**src/rtl/sc_shiftseq.sv**
```systemverilog
// ---------------------------------------------------------------------------
// sc_shiftseq -- shift-register command sequencer
//
// Turns a falling edge on a debounced, active-low start request into a
// command sequence for an external universal shift register: an optional
// load, then a programmed number of shift-left or shift-right cycles, and a
// one-cycle done pulse. A falling edge on the active-low abort request
// cancels whatever is running. The abort issues a one-cycle clear.
//
// Optional feature macro: SC_SHIFTSEQ_PRELOAD_EN
//   defined   : preload_In port and the LOAD state exist.
//   undefined : no preload_In port, LOAD is never entered, load_OutLow = 1.
//
// Ports
//   SC_SHIFTSEQ_CLOCK_50            in  1   clock, rising edge
//   SC_SHIFTSEQ_RESET_InHigh        in  1   asynchronous reset, active-high
//   SC_SHIFTSEQ_start_InLow         in  1   start request, active-low level
//   SC_SHIFTSEQ_abort_InLow         in  1   abort request, active-low level
//   SC_SHIFTSEQ_direction_In        in  1   0 = shift left, 1 = shift right
//   SC_SHIFTSEQ_count_In            in  CW  number of shift cycles
//   SC_SHIFTSEQ_preload_In          in  1   1 = load before shifting (macro)
//   SC_SHIFTSEQ_clear_OutLow        out 1   clear command, active-low
//   SC_SHIFTSEQ_load_OutLow         out 1   load command, active-low
//   SC_SHIFTSEQ_shiftselection_Out  out 2   00 hold, 01 left, 10 right
//   SC_SHIFTSEQ_busy_Out            out 1   high whenever not IDLE
//   SC_SHIFTSEQ_done_Out            out 1   one-cycle completion pulse
//   SC_SHIFTSEQ_remaining_Out       out CW  shifts still to issue
// ---------------------------------------------------------------------------
module sc_shiftseq #(
  parameter int COUNTWIDTH = 4
) (
  input  logic                  SC_SHIFTSEQ_CLOCK_50,
  input  logic                  SC_SHIFTSEQ_RESET_InHigh,
  input  logic                  SC_SHIFTSEQ_start_InLow,
  input  logic                  SC_SHIFTSEQ_abort_InLow,
  input  logic                  SC_SHIFTSEQ_direction_In,
  input  logic [COUNTWIDTH-1:0] SC_SHIFTSEQ_count_In,
`ifdef SC_SHIFTSEQ_PRELOAD_EN
  input  logic                  SC_SHIFTSEQ_preload_In,
`endif
  output logic                  SC_SHIFTSEQ_clear_OutLow,
  output logic                  SC_SHIFTSEQ_load_OutLow,
  output logic [1:0]            SC_SHIFTSEQ_shiftselection_Out,
  output logic                  SC_SHIFTSEQ_busy_Out,
  output logic                  SC_SHIFTSEQ_done_Out,
  output logic [COUNTWIDTH-1:0] SC_SHIFTSEQ_remaining_Out
);

  typedef enum logic [2:0] {
    IDLE  = 3'd0,
    LOAD  = 3'd1,
    SHIFT = 3'd2,
    DONE  = 3'd3,
    ABORT = 3'd4
  } stateT;

  localparam logic [COUNTWIDTH-1:0] ONE_COUNT = COUNTWIDTH'(1);

  stateT                 stateReg, stateNext;
  logic                  dirReg, dirNext;
  logic [COUNTWIDTH-1:0] countReg, countNext;
  logic [COUNTWIDTH-1:0] remainingReg, remainingNext;

  // Request edge detectors: one input register plus one history register.
  logic startCurReg, startPrevReg;
  logic abortCurReg, abortPrevReg;
  // Cleared by reset; while clear the history registers follow the live
  // inputs, so a request held low through reset release never looks like
  // a fresh falling edge.
  logic armedReg;
  logic startEdge, abortEdge;

  // Registered command outputs.
  logic       clearReg;
  logic [1:0] shiftSelReg;
  logic       busyReg;
  logic       doneReg;
`ifdef SC_SHIFTSEQ_PRELOAD_EN
  logic       loadReg;
`endif

  assign startEdge = armedReg & startPrevReg & ~startCurReg;
  assign abortEdge = armedReg & abortPrevReg & ~abortCurReg;

  // Next-state logic. Abort wins over everything, including a start edge
  // arriving in the same cycle.
  always_comb begin
    stateNext     = stateReg;
    dirNext       = dirReg;
    countNext     = countReg;
    remainingNext = remainingReg;
    if (abortEdge) begin
      stateNext     = ABORT;
      remainingNext = '0;
    end else begin
      case (stateReg)
        IDLE: begin
          if (startEdge) begin
            dirNext   = SC_SHIFTSEQ_direction_In;
            countNext = SC_SHIFTSEQ_count_In;
`ifdef SC_SHIFTSEQ_PRELOAD_EN
            if (SC_SHIFTSEQ_preload_In) begin
              stateNext     = LOAD;
              remainingNext = SC_SHIFTSEQ_count_In;
            end else
`endif
            if (SC_SHIFTSEQ_count_In == '0) begin
              stateNext     = DONE;
              remainingNext = '0;
            end else begin
              stateNext     = SHIFT;
              // The first shift cycle already shows what is left after it.
              remainingNext = SC_SHIFTSEQ_count_In - ONE_COUNT;
            end
          end
        end
        LOAD: begin
          if (countReg == '0) begin
            stateNext     = DONE;
            remainingNext = '0;
          end else begin
            stateNext     = SHIFT;
            remainingNext = countReg - ONE_COUNT;
          end
        end
        SHIFT: begin
          // Zero here marks the last shift cycle; never decrement past it.
          if (remainingReg == '0) begin
            stateNext = DONE;
          end else begin
            remainingNext = remainingReg - ONE_COUNT;
          end
        end
        DONE: begin
          stateNext     = IDLE;
          remainingNext = '0;
        end
        ABORT: begin
          stateNext     = IDLE;
          remainingNext = '0;
        end
        default: begin
          stateNext     = IDLE;
          remainingNext = '0;
        end
      endcase
    end
  end

  // State, edge detectors and outputs. Outputs are decoded from the state
  // being entered, so after each edge they are a pure function of stateReg.
  always_ff @(posedge SC_SHIFTSEQ_CLOCK_50 or posedge SC_SHIFTSEQ_RESET_InHigh) begin
    if (SC_SHIFTSEQ_RESET_InHigh) begin
      stateReg     <= IDLE;
      dirReg       <= 1'b0;
      countReg     <= '0;
      remainingReg <= '0;
      startCurReg  <= 1'b1;
      startPrevReg <= 1'b1;
      abortCurReg  <= 1'b1;
      abortPrevReg <= 1'b1;
      armedReg     <= 1'b0;
      clearReg     <= 1'b1;
      shiftSelReg  <= 2'b00;
      busyReg      <= 1'b0;
      doneReg      <= 1'b0;
`ifdef SC_SHIFTSEQ_PRELOAD_EN
      loadReg      <= 1'b1;
`endif
    end else begin
      startCurReg  <= SC_SHIFTSEQ_start_InLow;
      abortCurReg  <= SC_SHIFTSEQ_abort_InLow;
      startPrevReg <= armedReg ? startCurReg : SC_SHIFTSEQ_start_InLow;
      abortPrevReg <= armedReg ? abortCurReg : SC_SHIFTSEQ_abort_InLow;
      armedReg     <= 1'b1;

      stateReg     <= stateNext;
      dirReg       <= dirNext;
      countReg     <= countNext;
      remainingReg <= remainingNext;

      clearReg     <= (stateNext != ABORT);
      shiftSelReg  <= (stateNext == SHIFT) ? (dirNext ? 2'b10 : 2'b01) : 2'b00;
      busyReg      <= (stateNext != IDLE);
      doneReg      <= (stateNext == DONE);
`ifdef SC_SHIFTSEQ_PRELOAD_EN
      loadReg      <= (stateNext != LOAD);
`endif
    end
  end

  assign SC_SHIFTSEQ_clear_OutLow       = clearReg;
  assign SC_SHIFTSEQ_shiftselection_Out = shiftSelReg;
  assign SC_SHIFTSEQ_busy_Out           = busyReg;
  assign SC_SHIFTSEQ_done_Out           = doneReg;
  assign SC_SHIFTSEQ_remaining_Out      = remainingReg;
`ifdef SC_SHIFTSEQ_PRELOAD_EN
  assign SC_SHIFTSEQ_load_OutLow        = loadReg;
`else
  assign SC_SHIFTSEQ_load_OutLow        = 1'b1;
`endif

endmodule

```
**config.mk**
```make
export PLATFORM = sky130hd
export DESIGN_NAME = sc_shiftseq
export DESIGN_NICKNAME = d
export VERILOG_FILES = /design/src/rtl/sc_shiftseq.sv
export SDC_FILE = /design/constraint.sdc
export NUM_CORES = 1
export LEC_CHECK = 0
export CAP_MARGIN = 30
export CORE_MARGIN = 4
export CORE_UTILIZATION = 54
export CTS_BUF_LIST = sky130_fd_sc_hd__clkbuf_4
export DETAILED_ROUTE_END_ITERATION = 10
export GPL_ROUTABILITY_DRIVEN = 0
export GPL_TIMING_DRIVEN = 0
export PLACE_DENSITY_LB_ADDON = 0.12
export SYNTH_ARGS = -nofsm -noshare
export SYNTH_HDL_FRONTEND = slang
export SYNTH_SLANG_ARGS = --single-unit
```
**constraint.sdc**
```tcl
create_clock -name SC_SHIFTSEQ_CLOCK_50 -period 1.6 [get_ports SC_SHIFTSEQ_CLOCK_50]
set_input_delay 0.16 -clock SC_SHIFTSEQ_CLOCK_50 [delete_from_list [all_inputs] [get_ports SC_SHIFTSEQ_CLOCK_50]]
set_output_delay 0.16 -clock SC_SHIFTSEQ_CLOCK_50 [all_outputs]
set_load 0.005 [all_outputs]
```
Yosys cells after proc, flatten, opt, wreduce, memory -nomap -nowiden
Index checks and enable logic that the tools add are counted.

Register bits: 22. Input bits: 9. Output and inout bits: 10.

Add/sub/neg operators: 3. Eq/ne operators: 7. Mux-type cells: 19. Bitwise gates (word level): 7. Reductions and logical operators: 7.

Operator list (number): $mux 4 (5); $logic_not 4->1 (3); $pmux 4 s3 (1); $sub 4x1->4 const B (3); $eq 3x2->1 const B (3); $mux 3 (3); $ne 3x3->1 const B (3); $pmux 3 s3 (1); $mux 1 (7); $and 1x1->1 (4); $mux 2 (2); $eq 3x1->1 const B (1); $logic_not 3->1 (1); $not 1->1 (3); $reduce_and 3->1 (1); $reduce_bool 3->1 (1); $reduce_and 2->1 (1).

Logic depth before layout (Yosys ltp)
Depth in word-level cells: 7. Mapped depth: 6.

Worst setup path after synthesis
No wires, ideal clock.

Path type: flip-flop to flip-flop. Start: reg startPrevReg. End: reg shiftSelReg[1] (netlist: SC_SHIFTSEQ_shiftselection_Out[1]). Setup time: 0.120 ns. Data arrival time: 1.374 ns. Required time: 1.480 ns. Setup slack: 0.106 ns. Stages on the path, launching flop included: 5. Clock period less this slack: 1.494 ns. Cell sequence: dfstp_2 > and3b_1 > nand3_2 > mux2_4 > and3b_1.

Word-level cells in the longest chain between the ends: 7. Elaborated cells on any way between the ends: 11. Classes of those cells: eq/ne (1); mux (8); bitwise (2).

RTL lines: start, declared (RTL line 65) `logic startCurReg, startPrevReg;`; start signal, assigned (RTL line 173) `startPrevReg <= armedReg ? startCurReg : SC_SHIFTSEQ_start_InLow;`; $and 1x1->1 (2 in series) (RTL line 82) `assign startEdge = armedReg & startPrevReg & ~startCurReg;`; $mux 1 (RTL line 98) `if (startEdge) begin`; $mux 1 (RTL line 96) `case (stateReg)`; $mux 1 (RTL line 92) `if (abortEdge) begin`; via dirNext (RTL line 60) `logic dirReg, dirNext;`; $mux 2 (2 in series) (RTL line 183) `shiftSelReg <= (stateNext == SHIFT) ? (dirNext ? 2'b10 : 2'b01) : 2'b00;`; end signal, assigned (RTL line 183); end, declared (RTL line 75) `logic [1:0] shiftSelReg;`.

The timed path passes the listed nets, and every way through them passes these cells. A chain may end at the register's enable or synchronous reset.

Worst setup path after layout
Start: reg stateReg[1]. End: reg remainingReg[1] (netlist: SC_SHIFTSEQ_remaining_Out[1]).

Word-level cells in the longest chain between the ends: 3. Elaborated cells on any way between the ends: 8. Classes of those cells: eq/ne (4); mux (2); reduce/logical (2).

RTL lines: start, declared (RTL line 59) `stateT stateReg, stateNext;`; start signal, assigned (RTL line 177) `stateReg <= stateNext;`; $eq 3x2->1, or another cell as far along (RTL line 96); $pmux 4 s3 or $ne 3x3->1 (tied branches); $mux 4 or $reduce_and 2->1 (tied branches); end signal, assigned (RTL line 180) `remainingReg <= remainingNext;`; end, declared (RTL line 62) `logic [COUNTWIDTH-1:0] remainingReg, remainingNext;`.

Several ways; a longest one is shown, not always the timed one.

==> metrics.txt <==
# TYPE chip_impl_metric gauge
chip_impl_metric{name="dpl-instance-area",unit="um2"} 1350
chip_impl_metric{name="hold-path-cell-count",unit=""} 1
chip_impl_metric{name="drt_iter0_markers",unit=""} 16
chip_impl_metric{name="max-vdd-ir-drop",unit="mV"} 1.42
chip_impl_metric{name="tritoncts.num_buffers",unit=""} 3
chip_impl_metric{name="timing.final.crit_period",unit="ns"} 1.59
chip_impl_metric{name="critPathArrivalTime",unit="ns"} 1.84
chip_impl_metric{name="routed_wl",unit="um"} 2270
chip_impl_metric{name="core_area",unit="um2"} 1980
chip_impl_metric{name="slew_headroom",unit=""} 0.468
chip_impl_metric{name="slew_violations",unit=""} 0
chip_impl_metric{name="syn-instance-count",unit=""} 101
chip_impl_metric{name="grt_pass1_vias",unit=""} 829
chip_impl_metric{name="critPathRequiredTime",unit="ns"} 1.85
chip_impl_info{name="postSynth.topFlopCell",value="sky130_fd_sc_hd__dfrtp_1"} 1
chip_impl_metric{name="num_rows",unit=""} 16
chip_impl_metric{name="synthesis.area",unit="um2"} 1140
chip_impl_metric{name="grt_antenna_before_repair",unit=""} 0
chip_impl_metric{name="nNetsFinal",unit=""} 144
chip_impl_metric{name="vias",unit=""} 867
chip_impl_metric{name="number_of_enable_flip_flop_cells_after_synthesis",unit=""} 0
chip_impl_metric{name="antennaDiodeCount",unit=""} 0
chip_impl_metric{name="power.density",unit="nW/um2"} 1690
chip_impl_metric{name="areaGrowthSynthToFinish",unit="%"} 33.2
chip_impl_info{name="min_path_type",value="primary input to flip-flop"} 1
chip_impl_metric{name="globalRouteOverflowTotal",unit=""} 0
chip_impl_metric{name="io_pins",unit=""} 19
chip_impl_metric{name="die_width",unit="um"} 53.9
chip_impl_metric{name="total_power",unit="mW"} 2.56
chip_impl_metric{name="postRouteAntennaNets",unit=""} 0
chip_impl_metric{name="fin_crit_sh",unit=""} 0.997
chip_impl_metric{name="synth_seq_cells",unit=""} 22
chip_impl_metric{name="max_freq",unit="GHz"} 0.627
chip_impl_metric{name="timing.final.hold_violations",unit=""} 0
chip_impl_info{name="worst-setup-path-type",value="flip-flop to flip-flop"} 1
chip_impl_metric{name="htreeDepth",unit=""} 1
chip_impl_metric{name="place.port_buffers",unit=""} 17
chip_impl_metric{name="cts-root-to-sink-buffers",unit=""} 2
chip_impl_metric{name="utilization",unit=""} 0.766
chip_impl_metric{name="groute.usage.overall",unit=""} 0.176
chip_impl_metric{name="wl_per_cell",unit="um"} 14.7
chip_impl_metric{name="pre_antenna_drt_iters",unit=""} 4
chip_impl_info{name="rsz0062_at_grt",value="true"} 1
chip_impl_metric{name="clk-insertion-delay-late",unit="ns"} 0.31
chip_impl_metric{name="grt_start_max_net_pins",unit=""} 23
chip_impl_metric{name="drv_cap",unit=""} 0
chip_impl_metric{name="post-route-drc-count",unit=""} 0
chip_impl_metric{name="yosysWarningCount",unit=""} 0
chip_impl_metric{name="post-route-cell-area",unit="um2"} 1520
chip_impl_info{name="timing.critical_path.to_type",value="flip-flop"} 1
chip_impl_metric{name="ys_async_sr_fraction",unit=""} 1.00
chip_impl_metric{name="chipHeight",unit="um"} 53.9
chip_impl_metric{name="cts.clk_slew.worst_paths",unit="ns"} 0.13
chip_impl_info{name="cp-start-kind",value="flip-flop"} 1
chip_impl_metric{name="die_area",unit="um2"} 2910
chip_impl_metric{name="tritoncts_num_sinks",unit=""} 22
chip_impl_info{name="root_buffer",value="sky130_fd_sc_hd__clkbuf_4"} 1
chip_impl_metric{name="start_util",unit=""} 0.575
chip_impl_metric{name="skew",unit="ns"} 0.00256
chip_impl_metric{name="power.leakage",unit="nW"} 0.671
chip_impl_metric{name="layout-drive-gt1-share",unit=""} 0.297
chip_impl_metric{name="synth.distinct_cells",unit=""} 39
chip_impl_metric{name="yosysSeqAreaShare",unit=""} 0.488
chip_impl_info{name="tritoncts",value="built"} 1
chip_impl_metric{name="tightestPinTransition",unit="ns"} 0.797
chip_impl_metric{name="hold_ws",unit="ns"} 0.255
chip_impl_metric{name="avgSynthCellArea",unit="um2"} 11.3
chip_impl_metric{name="routed_via_density",unit=""} 5.59
chip_impl_metric{name="rr_worst_depth",unit=""} 4
chip_impl_metric{name="critical_path_peak_fanout",unit=""} 7
chip_impl_info{name="run_status",value="finished clean"} 1
chip_impl_metric{name="dpl.hpwl",unit="um"} 1510
chip_impl_metric{name="grt_first_pass_wirelength",unit="um"} 3630
chip_impl_metric{name="setup_viol",unit=""} 0
where the power goes:
group	switching, mW	internal [mW]
clock	0.179	0.253
sequential	0.190	0.739
combinational	0.539	0.658
total	0.908	1.65
flip-flops by register name, summed over array words and instances (netlist names), 2 cells and up:
name                            flops
countReg                            4
SC_SHIFTSEQ_remaining_Out           4
SC_SHIFTSEQ_shiftselection_Out      2
stateReg                            3
worst paths after layout:
| kind | slack [ns] | endpoint | from |
|---|---|---|---|
| min in group asynchronous | 0.28 | SC_SHIFTSEQ_remaining_Out[3] | SC_SHIFTSEQ_RESET_InHigh |
| max in group asynchronous | 0.78 | stateReg[0] | SC_SHIFTSEQ_RESET_InHigh |
| max | 0.005 | SC_SHIFTSEQ_remaining_Out[1] | stateReg[1] |
| min reg2reg | 0.53 | dirReg | dirReg |
| min | 0.26 | startCurReg | SC_SHIFTSEQ_start_InLow |
| max reg2reg | 0.005 | SC_SHIFTSEQ_remaining_Out[1] | stateReg[1] |
repair_timing:
item / CTS / global route
setup endpoints to repair: 4 / 5
gates resized for setup: 5 / 13
cloned: 0 / 0
setup buffers: 1 / 4
hold buffers: 0 / 0
pin swaps: 0 / 2
cells in the mapped netlist (2+ instances only):
library cell | instances | area [um2]
sky130_fd_sc_hd__a21oi_1 | 3 | 15.0
sky130_fd_sc_hd__a221oi_1 | 2 | 17.5
sky130_fd_sc_hd__and3b_1 | 2 | 17.5
sky130_fd_sc_hd__dfrtp_1 | 17 | 425
sky130_fd_sc_hd__dfstp_2 | 5 | 131
sky130_fd_sc_hd__ha_1 | 6 | 75.1
sky130_fd_sc_hd__inv_1 | 8 | 30.0
sky130_fd_sc_hd__mux2_1 | 2 | 22.5
sky130_fd_sc_hd__mux2_2 | 2 | 22.5
sky130_fd_sc_hd__nand2_1 | 9 | 33.8
sky130_fd_sc_hd__nand3_1 | 2 | 10.0
sky130_fd_sc_hd__nor2_1 | 5 | 18.8
sky130_fd_sc_hd__nor3_1 | 4 | 20.0
sky130_fd_sc_hd__o21ai_1 | 3 | 15.0
sky130_fd_sc_hd__o22ai_1 | 3 | 18.8
sky130_fd_sc_hd__o31ai_1 | 2 | 15.0
sky130_fd_sc_hd__xor2_1 | 4 | 35.0
layout make-up:
class                           count  area, um2
Buffer                              2       12.5
Clock buffer                        3       22.5
Clock inverter                      1       30.0
Fill cell                         119        464
Inverter                            8       30.0
Multi-Input combinational cell     70        618
Sequential cell                    22        559
Tap cell                           27       33.8
Timing Repair Buffer               22        211
cells by family (layout without fill, tap and decap cells):
group | after synthesis | count (layout) | share of synthesized area
buffers and inverters | 10 | 36 | 0.0373
adder cells (fa/ha/maj) | 6 | 6 | 0.0659
XOR/XNOR | 4 | 4 | 0.0307
multiplexers | 5 | 5 | 0.0527
other | 1 | 2 | 0.00329
flip-flops | 22 | 22 | 0.488
AND/OR/NAND/NOR | 34 | 34 | 0.190
AO/OA/AOI/OAI | 19 | 19 | 0.132
routing by layer:
| layer | global-route usage | part of all wire | routed length (um) |
|---|---|---|---|
| met5 | 0 | 0 | 0 |
| met4 | 0.0851 | 0.012 | 27 |
| met3 | 0.0332 | 0.052 | 119 |
| met1 | 0.216 | 0.44 | 993 |
| met2 | 0.294 | 0.50 | 1130 |
cells in the final DEF, fill, tap and decap left out, drive strengths merged, types with 4 or more instances in the layout:
cell type,instances
clkdlybuf4s50,17
buf,7
nor2,5
dfstp,5
mux2,5
dfrtp,17
nor3,4
nand2,9
inv,8
xor2,4
ha,6
per-stage QoR:
stage | setup TNS [ns] | setup slack, ns | cells
after CTS | 0 | 0.0101 | 151
after detailed placement | -2.05 | -0.393 | 146
after global routing | -0.196 | -0.0771 | 155
after floorplan | 0 | 0.106 | 102
final | 0 | 0.00538 | 155
after global placement | -1.83 | -0.361 | 146
critical path, stage by stage (launching register included):
cell,delay (ns)
sky130_fd_sc_hd__dfrtp_1,0.49
sky130_fd_sc_hd__or3_1,0.49
sky130_fd_sc_hd__nor3_1,0.29
sky130_fd_sc_hd__nor2_1,0.11
sky130_fd_sc_hd__o22ai_1,0.15
Power figures use the tool's default switching activity.
